===== config.mk =====
export PLATFORM = sky130hd
export DESIGN_NAME = pad_ai_controller
export DESIGN_NICKNAME = d
export VERILOG_FILES = /design/src/rtl/pad_ai_controller.sv
export SDC_FILE = /design/constraint.sdc
export NUM_CORES = 1
export LEC_CHECK = 0
export BUFFER_PORTS_ARGS = -buffer_cell sky130_fd_sc_hd__buf_2
export CORE_MARGIN = 4
export CORE_UTILIZATION = 25
export CTS_CLUSTER_DIAMETER = 120
export DETAILED_ROUTE_END_ITERATION = 10
export HOLD_SLACK_MARGIN = 0.06
export PLACE_DENSITY = 0.36
export SYNTH_ARGS = -nofsm -noshare
export SYNTH_HDL_FRONTEND = slang
export SYNTH_SLANG_ARGS = --single-unit

===== constraint.sdc =====
create_clock -name clk -period 27.7 [get_ports clk]
set_clock_uncertainty 0.1 [all_clocks]
set_input_delay 2.77 -clock clk [delete_from_list [all_inputs] [get_ports clk]]
set_output_delay 2.77 -clock clk [all_outputs]
set_load 0.03 [all_outputs]

===== src/rtl/pad_ai_controller.sv =====
// rtl/pad_ai_controller.sv - computer opponent driving the right paddle from ball position
// Updates only on timing_tick; CENTER/WAIT/TRACK FSM with rate-limited, clamped motion.
module pad_ai_controller #(
    parameter int PAD_HEIGHT  = 72,
    parameter int BALL_SIZE   = 15,
    parameter int SCREEN_H    = 768,
    parameter int SCREEN_W    = 1024,
    parameter int PAD_SPEED   = 2,
    parameter int DEAD_ZONE   = 4,
    parameter int REACT_TICKS = 8,
    parameter int TRACK_X     = 512
) (
    input  logic        clk,
    input  logic        rst,
    input  logic        timing_tick,
    input  logic        enable,
    input  logic [10:0] x_ball,
    input  logic [10:0] y_ball,
    output logic [9:0]  y_pad_right,
    output logic        approaching
);

    localparam int PAD_MAX    = SCREEN_H - PAD_HEIGHT;
    localparam int CENTER_Y   = PAD_MAX / 2;
    localparam int X_PREV_RST = (SCREEN_W - BALL_SIZE - 1) / 2;
    localparam int CNT_W      = $clog2(REACT_TICKS + 1);

    localparam logic signed [11:0] PAD_MAX_S  = 12'(PAD_MAX);
    localparam logic signed [11:0] CENTER_S   = 12'(CENTER_Y);
    localparam logic signed [11:0] TGT_OFS_S  = 12'(PAD_HEIGHT / 2 - BALL_SIZE / 2);
    localparam logic signed [11:0] SPEED_S    = 12'(PAD_SPEED);
    localparam logic signed [11:0] DEAD_S     = 12'(DEAD_ZONE);
    localparam logic [CNT_W-1:0]   CNT_LAST   = CNT_W'(REACT_TICKS - 1);
    localparam logic [10:0]        TRACK_X_U  = 11'(TRACK_X);

    typedef enum logic [1:0] {
        ST_CENTER,
        ST_WAIT,
        ST_TRACK
    } state_t;

    state_t             state, state_nxt;
    logic [CNT_W-1:0]   react_cnt, react_cnt_nxt;
    logic [10:0]        x_prev;
    logic               appr_nxt;

    logic signed [11:0] track_raw, track_tgt, target;
    logic signed [11:0] pad_s, err, abs_err, step, moved, moved_clamped;
    logic               move_en;
    logic [9:0]         pad_nxt;

    // Direction is judged against the previous tick's x; equal x keeps the last verdict.
    always_comb begin
        appr_nxt = approaching;
        if (x_ball > x_prev) begin
            appr_nxt = 1'b1;
        end else if (x_ball < x_prev) begin
            appr_nxt = 1'b0;
        end
    end

    always_comb begin
        state_nxt     = state;
        react_cnt_nxt = react_cnt;
        if (!enable) begin
            state_nxt     = ST_CENTER;
            react_cnt_nxt = '0;
        end else begin
            case (state)
                ST_CENTER: begin
                    if (appr_nxt && (x_ball >= TRACK_X_U)) begin
                        state_nxt     = ST_WAIT;
                        react_cnt_nxt = '0;
                    end
                end
                ST_WAIT: begin
                    if (!appr_nxt) begin
                        state_nxt = ST_CENTER;
                    end else if (react_cnt == CNT_LAST) begin
                        state_nxt = ST_TRACK;
                    end else begin
                        react_cnt_nxt = react_cnt + 1'b1;
                    end
                end
                ST_TRACK: begin
                    if (!appr_nxt) begin
                        state_nxt = ST_CENTER;
                    end
                end
                default: begin
                    state_nxt     = ST_CENTER;
                    react_cnt_nxt = '0;
                end
            endcase
        end
    end

    // Motion is decided from the state held before this tick's transition.
    always_comb begin
        track_raw = $signed({1'b0, y_ball}) - TGT_OFS_S;
        track_tgt = track_raw;
        if (track_raw < 12'sd0) begin
            track_tgt = 12'sd0;
        end else if (track_raw > PAD_MAX_S) begin
            track_tgt = PAD_MAX_S;
        end

        target  = (state == ST_TRACK) ? track_tgt : CENTER_S;
        pad_s   = $signed({2'b00, y_pad_right});
        err     = target - pad_s;
        abs_err = err[11] ? -err : err;
        step    = (abs_err < SPEED_S) ? abs_err : SPEED_S;
        moved   = err[11] ? (pad_s - step) : (pad_s + step);

        moved_clamped = moved;
        if (moved < 12'sd0) begin
            moved_clamped = 12'sd0;
        end else if (moved > PAD_MAX_S) begin
            moved_clamped = PAD_MAX_S;
        end

        move_en = 1'b0;
        if (enable) begin
            case (state)
                ST_TRACK:  move_en = (abs_err > DEAD_S);
                ST_CENTER: move_en = (err != 12'sd0);
                default:   move_en = 1'b0;
            endcase
        end

        pad_nxt = move_en ? moved_clamped[9:0] : y_pad_right;
    end

    always_ff @(posedge clk) begin
        if (rst) begin
            state       <= ST_CENTER;
            react_cnt   <= '0;
            x_prev      <= 11'(X_PREV_RST);
            approaching <= 1'b0;
            y_pad_right <= 10'(CENTER_Y);
        end else if (timing_tick) begin
            state       <= state_nxt;
            react_cnt   <= react_cnt_nxt;
            x_prev      <= x_ball;
            approaching <= appr_nxt;
            y_pad_right <= pad_nxt;
        end
    end

endmodule


### Word level (Yosys, flattened, before mapping)

Index checks and enable logic that the tools add are counted.

* add/subtract/negate cells: 6
* order comparisons: 9
* eq/ne operators: 9
* muxes and demuxes: 23
* reduce and logical (&&, ||, !) cells: 6

Operator list (count)
* $mux 12: 6
* $gt 12x11->1 const B: 2
* $lt 12x1->1 const B: 2
* $mux 10: 2
* $mux 4: 4
* $add 11x12->12: 1
* $gt 12x4->1 const B: 1
* $lt 12x3->1 const B: 1
* $ne 3x3->1 const B: 4
* $neg 12->12: 1
* $pmux 4 s3: 1
* $reduce_bool 12->1: 1
* $sub 11x12->12: 1
* $sub 11x5->12 const B: 1
* $sub 12x11->12: 1
* $ge 11x10->1 const B: 1
* $gt 11x11->1: 1
* $lt 11x11->1: 1
* $mux 2: 5
* $pmux 2 s3: 1
* $reduce_and 5->1: 1
* $add 4x1->4 const B: 1
* $eq 4x3->1 const B: 1
* $ne 4x4->1 const B: 1
* other kinds (9): 11

* input port bits: 26
* logic and storage cells: 58
* flip-flop bits (word level): 28

### Logic depth before layout (Yosys ltp)

Gate-level depths: netlist (run 1).

* depth in word-level cells: 15
* mapped depth: 44

### Worst setup path after synthesis (run 1)

No wires, ideal clock.

* kind: input -> register
* start point: input port y_ball[0]
* end point: register y_pad_right[5]
* stages: 43
* setup slack: 16870 ps
* data arrival time: 10642 ps
* setup time: 88 ps
* data required time: 27512 ps
* cell sequence: inv_1 > ha_1 > inv_1 > o31ai_1 > o21ai_0 > a311oi_1 > a311oi_1 > o22ai_1 > nand2_1 > nor3_1 > nand2_1 > ha_1 > fa_1 > nand2b_1 > a21oi_1 > xnor2_2 > nor3_2 > mux2_2 > [7 not listed] > inv_1 > ha_1 > xor2_1 > nor2_1 > a31oi_1 > ha_1 > o21ai_0 > a21oi_1 > nor3_1 > o21bai_1 > a21oi_1 > o21ai_0 > a21o_1 > o211ai_2 > xnor2_1 > or2_1 > buf_6 > o32ai_2

* cells in the longest elaborated chain, start to end: 15
* elaborated cells between the ends (all ways): 23
* those cells by class: add/sub: 5; order compare: 6; mux: 10; reduce/logical: 2

RTL lines
* start: declaration: line 18 `input logic [10:0] y_ball,`
* $sub 11x5->12 *: line 100 `track_raw = $signed({1'b0, y_ball}) - TGT_OFS_S;`
* $gt 12x11->1: line 104 `end else if (track_raw > PAD_MAX_S) begin`
* $mux 12: line 104
* $mux 12 *: line 102 `if (track_raw < 12'sd0) begin`
* $mux 12 *: line 108 `target = (state == ST_TRACK) ? track_tgt : CENTER_S;`
* $sub 12x11->12 *: line 110 `err = target - pad_s;`
* $neg 12->12: line 111 `abs_err = err[11] ? -err : err;`
* $mux 12: line 111
* $lt 12x3->1: line 112 `step = (abs_err < SPEED_S) ? abs_err : SPEED_S;`
* $mux 12: line 112
* $add 11x12->12 / $sub 11x12->12 (equally long branches): line 113 `moved = err[11] ? (pad_s - step) : (pad_s + step);`
* $mux 12: line 113
* $gt 12x11->1: line 118 `end else if (moved > PAD_MAX_S) begin`
* $mux 10: line 118
* $mux 10: line 116 `if (moved < 12'sd0) begin`
* end signal: assignment: line 140 `y_pad_right <= 10'(CENTER_Y);`
* end signal: assignment: line 146 `y_pad_right <= pad_nxt;`
* end: declaration: line 19 `output logic [9:0] y_pad_right,`

Every way passes the cells marked *; elsewhere a longest branch is shown, timed or not.
A chain may end at the register's enable or synchronous reset.

### Worst setup path after layout (run 1)

Ends and elaborated chain as after synthesis.

==> out/results.txt, run 1 <==
Required @ worst endpoint - 27.78 ns
First-pass GRT wire length - 20200 µm
I/O Buffers - 36
Async S/R FF share, synth - 0%
Sequential fraction of the synthesis area - 13.8%
Placement Setup Slack - 15.32 ns
Crit-path max FO - 20
Fin nets - 629
Antenna violations before repair - 0
Period minus WS final - 12.12 ns
Worst slew margin - 38.8%
PostCTS Resize Cnt - 0
Flops & latches, synth - 28
Area added between synthesis and finish - 11.3%
Hold Buf Count CTS - 0
Largest cells by area after synthesis - dfxtp_1, ha_1, nor2_1, a21oi_1, xnor2_1
PnR worst setup slack - 15.58 ns
Final core utilization - 28.5%
Crit path DAT - 12.20 ns
Setup crit start kind - input port
Vias - 3950
Pins Over Slew Limit - 0
Clk root buf - clkbuf_16
Final hold violation count - 0
EDFF count, synth - 0
Setup crit end kind - flop
Warnings from Yosys - 0
Post-route ant nets - 0
Core area - 15900 µm²
Syn Nets - 609
Max clock buf depth - 2
Crit path launch - y_ball[0]
Count leader, synth - nor2_1
Post-route setup TNS - 0 ns
Share of layout cells above drive strength 1 - 12.4%
Hold crit path type - reg2reg
Max cap viols - 0
CTS sink cnt - 28
GRT Overall Usage - 13.5%
Post-Synthesis Cells - 544
Vias in the first global route - 3909
Die area - 18400 µm²
Largest net degree at the start of global routing - 24
H-Tree Depth - 1
Num CTS Buffers - 3
1st-pass router iterations - 4
Clk pin slew, worst setup/hold paths - 0.08 ns
R2r startpoint - state[1]
Setup violations, final - 0
Syn Area/Cell - 7.47 µm²
Chip Height - 136 µm
Post-CTS Setup Bufs - 0
Placer Congestion - 0.826
Buf/Inv on CP - 5
Top_reg_cell synth - dfxtp_1
Detailed Route Iter0 Violations - 164
Cell taking the most area after synthesis - dfxtp_1
Wire per inst - 15.7 µm
Antenna Cells - 0
Row count - 46
CP delay by family, top - compound AO/OA/AOI/OAI gates
Slowest CP cell - ha_1
RSZ-0062 raised after global routing - no
DP HPWL - 10100 µm
Vias per inst - 5.07
List of most frequent post-synthesis cells - nor2_1, inv_1, a21oi_1, ha_1, nand2_1
Starting density of the core - 25.6%
Fmax - 0.0825 GHz
Yosys cell types - 84
Detailed Route WL - 12200 µm
IO Count - 37
Post-synthesis cell area - 4070 µm²
Post-route DRC - 0
Worst-skew pair later-pin latency - 0.27 ns
Worst slew pin tran - 0.911 ns
Tcrit/Tclk final - 43.8%
Die Wd - 136 µm
Crit path largest cell delay - 0.57 ns
Setup Crit Path Kind - in2reg
Outcome - completed
Hold_sp - x_prev[7]
Yosys top cell area share - 13.8%
Total grt overflow - 0
CTS tree - built
[cells by family (layout without fill, tap and decap cells)]
kind of cell / after synthesis / count (layout) / synth area share, %
other: 1 / 1 / 0.0922
AO/OA/AOI/OAI: 173 / 173 / 31.7
adder cells (fa/ha/maj): 39 / 39 / 12.4
AND/OR/NAND/NOR: 194 / 194 / 24.4
flip-flops: 28 / 28 / 13.8
multiplexers: 15 / 15 / 4.03
buffers and inverters: 62 / 81 / 6.12
XOR/XNOR: 32 / 32 / 7.45
[registers in the layout (all words and copies together) (netlist names)]
register	count
state	2
approaching	1
y_pad_right	10
react_cnt	4
x_prev	11
[metal layers]
| layer | wire length [µm] | GRT usage (%) | part of all wire (%) | vias up |
|---|---|---|---|---|
| met2 | 5440 | 22.1 | 44 | 68 |
| met1 | 6230 | 19.4 | 51 | 1821 |
| met4 | 166 | 2.86 | 1.4 | 0 |
| met5 | 0 | 0 | 0 | - |
| met3 | 407 | 1.11 | 3.3 | 10 |
| li1 | - | - | - | 2051 |
[cell usage in the layout (no fill, tap or decap), types with 11 or more instances in the layout]
master / instances
nor2_1: 57
xnor2_1: 18
inv_1: 40
dfxtp_1: 28
mux2i_1: 13
a21oi_1: 38
buf_2: 36
nor3_1: 23
nand2_1: 36
ha_1: 37
xor2_1: 11
o21ai_0: 24
nand3_1: 12
o211ai_1: 15
[metrics by stage]
step	std cells	area, µm²	hold slack (ns)
floorplan	544	4070	0.359
global placement	775	4420	0.375
detailed placement	775	4420	0.383
CTS	779	4530	0.396
global route	779	4530	0.406
finish	779	4530	0.388
[worst min-delay path, cell delays in order, from the launching register on]
cell and delay [ns]:
dfxtp_1 0.30, inv_1 0.06, o211ai_1 0.07
[final timing paths]
kind	endpoint	slack [ns]	cells after the start
worst min-delay path	x_prev[7]	0.39	2
worst max register to register	y_pad_right[5]	19.12	29
worst max-delay path	y_pad_right[5]	15.58	39
worst min register to register	x_prev[7]	0.39	2
[final cells by class]
| cell class | instances | area (µm²) |
|---|---|---|
| Clock buffer | 3 | 75.1 |
| Fill cell | 1761 | 11400 |
| Timing Repair Buffer | 36 | 180 |
| Multi-Input combinational cell | 454 | 3260 |
| Clock inverter | 1 | 30.0 |
| Inverter | 41 | 154 |
| Sequential cell | 28 | 561 |
| Tap cell | 216 | 270 |
Power of run 1 is not shown: default switching activity piles up to over one toggle a cycle in this logic, so the estimate is an artifact.
==> run 2, diff against run 1 <==
==> constraint.sdc (replaced) <==
create_clock -name clk -period 12.7 [get_ports clk]
set_clock_uncertainty 0.1 [all_clocks]
set_input_delay 1.27 -clock clk [delete_from_list [all_inputs] [get_ports clk]]
set_output_delay 1.27 -clock clk [all_outputs]
set_load 0.03 [all_outputs]
==> out/results.txt, run 2 (synthesis results as in run 1) <==
Setup crit end kind - flop
Crit path launch - y_ball[0]
CTS sink cnt - 28
Num CTS Buffers - 3
GRT Overall Usage - 13.5%
Hold Buf Count CTS - 0
Detailed Route WL - 12300 µm
Worst hold margin - 0.388 ns
Slowest CP cell - ha_1
Hold crit path type - reg2reg
Starting density of the core - 25.6%
R2r startpoint - state[1]
IO Count - 37
Commonest non-fill, non-tap cell in the layout - nor2_1
Clk root buf - clkbuf_16
Final core utilization - 28.5%
Max clock buf depth - 2
Die Wd - 136 µm
Crit-path max FO - 20
Post-CTS Setup Bufs - 0
Placer Congestion - 0.826
Detailed Route Iter0 Violations - 166
Critical path depth - 39
R2R Setup Slk - 4.13 ns
Chip Height - 136 µm
Share of layout cells above drive strength 1 - 12.4%
First-pass GRT wire length - 20100 µm
PostCTS Resize Cnt - 0
Max FFs per register - 11
Largest net degree at the start of global routing - 24
Setup crit start kind - input port
Fmax - 0.0942 GHz
Worst setup path endpoint - y_pad_right[7]
CTS tree - built
Worst slew pin tran - 0.849 ns
Die area - 18400 µm²
Antenna violations before repair - 0
I/O Buffers - 36
RSZ-0062 raised after global routing - no
Final hold violation count - 0
1st-pass router iterations - 4
Period minus WS final - 10.61 ns
Pins Over Slew Limit - 0
Outcome - completed
Worst slew margin - 43.0%
Row count - 46
DP HPWL - 10100 µm
CP delay by family, top - compound AO/OA/AOI/OAI gates
Worst-skew pair later-pin latency - 0.27 ns
Required @ worst endpoint - 12.78 ns
Largest registers - x_prev x11, y_pad_right x10, react_cnt x4
Post-route DRC - 0
Post-route setup TNS - 0 ns
Antenna Cells - 0
Area added between synthesis and finish - 11.3%
Vias per inst - 5.08
Total grt overflow - 0
Wire per inst - 15.8 µm
Setup violations, final - 0
Crit path DAT - 10.69 ns
Fillcell total - 1777
Post-route ant nets - 0
Top reg by flops - x_prev
Core area - 15900 µm²
Fin nets - 629
Reg2reg end - y_pad_right[7]
Vias - 3956
Clk pin slew, worst setup/hold paths - 0.08 ns
Buf/Inv on CP - 5
R2R cell count - 29
H-Tree Depth - 1
Crit path largest cell delay - 0.56 ns
Vias in the first global route - 3869
Setup Crit Path Kind - in2reg
Most frequent cells in the layout - nor2_1, inv_1, a21oi_1
Tcrit/Tclk final - 83.6%
Max cap viols - 0
-- run 2: worst min path at each step --
stage / from / to / slack, ns / cells past startpoint
floorplan: x_prev[3] / x_prev[3] / 0.36 / 2
global route: x_prev[5] / x_prev[5] / 0.41 / 2
finish: x_prev[7] / x_prev[7] / 0.39 / 2
detailed placement: x_prev[7] / x_prev[7] / 0.38 / 2
global placement: x_prev[7] / x_prev[7] / 0.38 / 2
CTS: x_prev[7] / x_prev[7] / 0.40 / 2
-- run 2: final cells by class --
type	instances	area, µm²	share of cell area (%)
sequential	28	561	12.4
tap	216	270	5.97
clock inverter	1	30.0	0.664
inverter	41	154	3.40
timing repair buffer	36	180	3.98
clock buffer	3	75.1	1.66
multi-input combinational	454	3260	71.9
-- run 2: worst min-delay path: stages (launching register included) --
cell      delay (ns)
dfxtp_1         0.30
inv_1           0.06
o211ai_1        0.07
-- run 2: through the flow --
step	cells	area [µm²]	setup WS (ns)
floorplan	544	4070	3.37
global placement	775	4420	1.95
detailed placement	775	4420	1.82
CTS	779	4530	2.08
global route	779	4530	1.01
finish	779	4530	2.09
-- run 2: metal layers --
metal  up-vias  global-route usage, %  wire (µm)  share of wire, %
met5         -                      0          0                 0
met3        12                   1.23        335               2.7
li1       2047                      -          -                 -
met4         0                   3.14        199               1.6
met1      1832                   19.3       6300                51
met2        65                   21.8       5440                44
Power of run 2 is left out for the same reason.
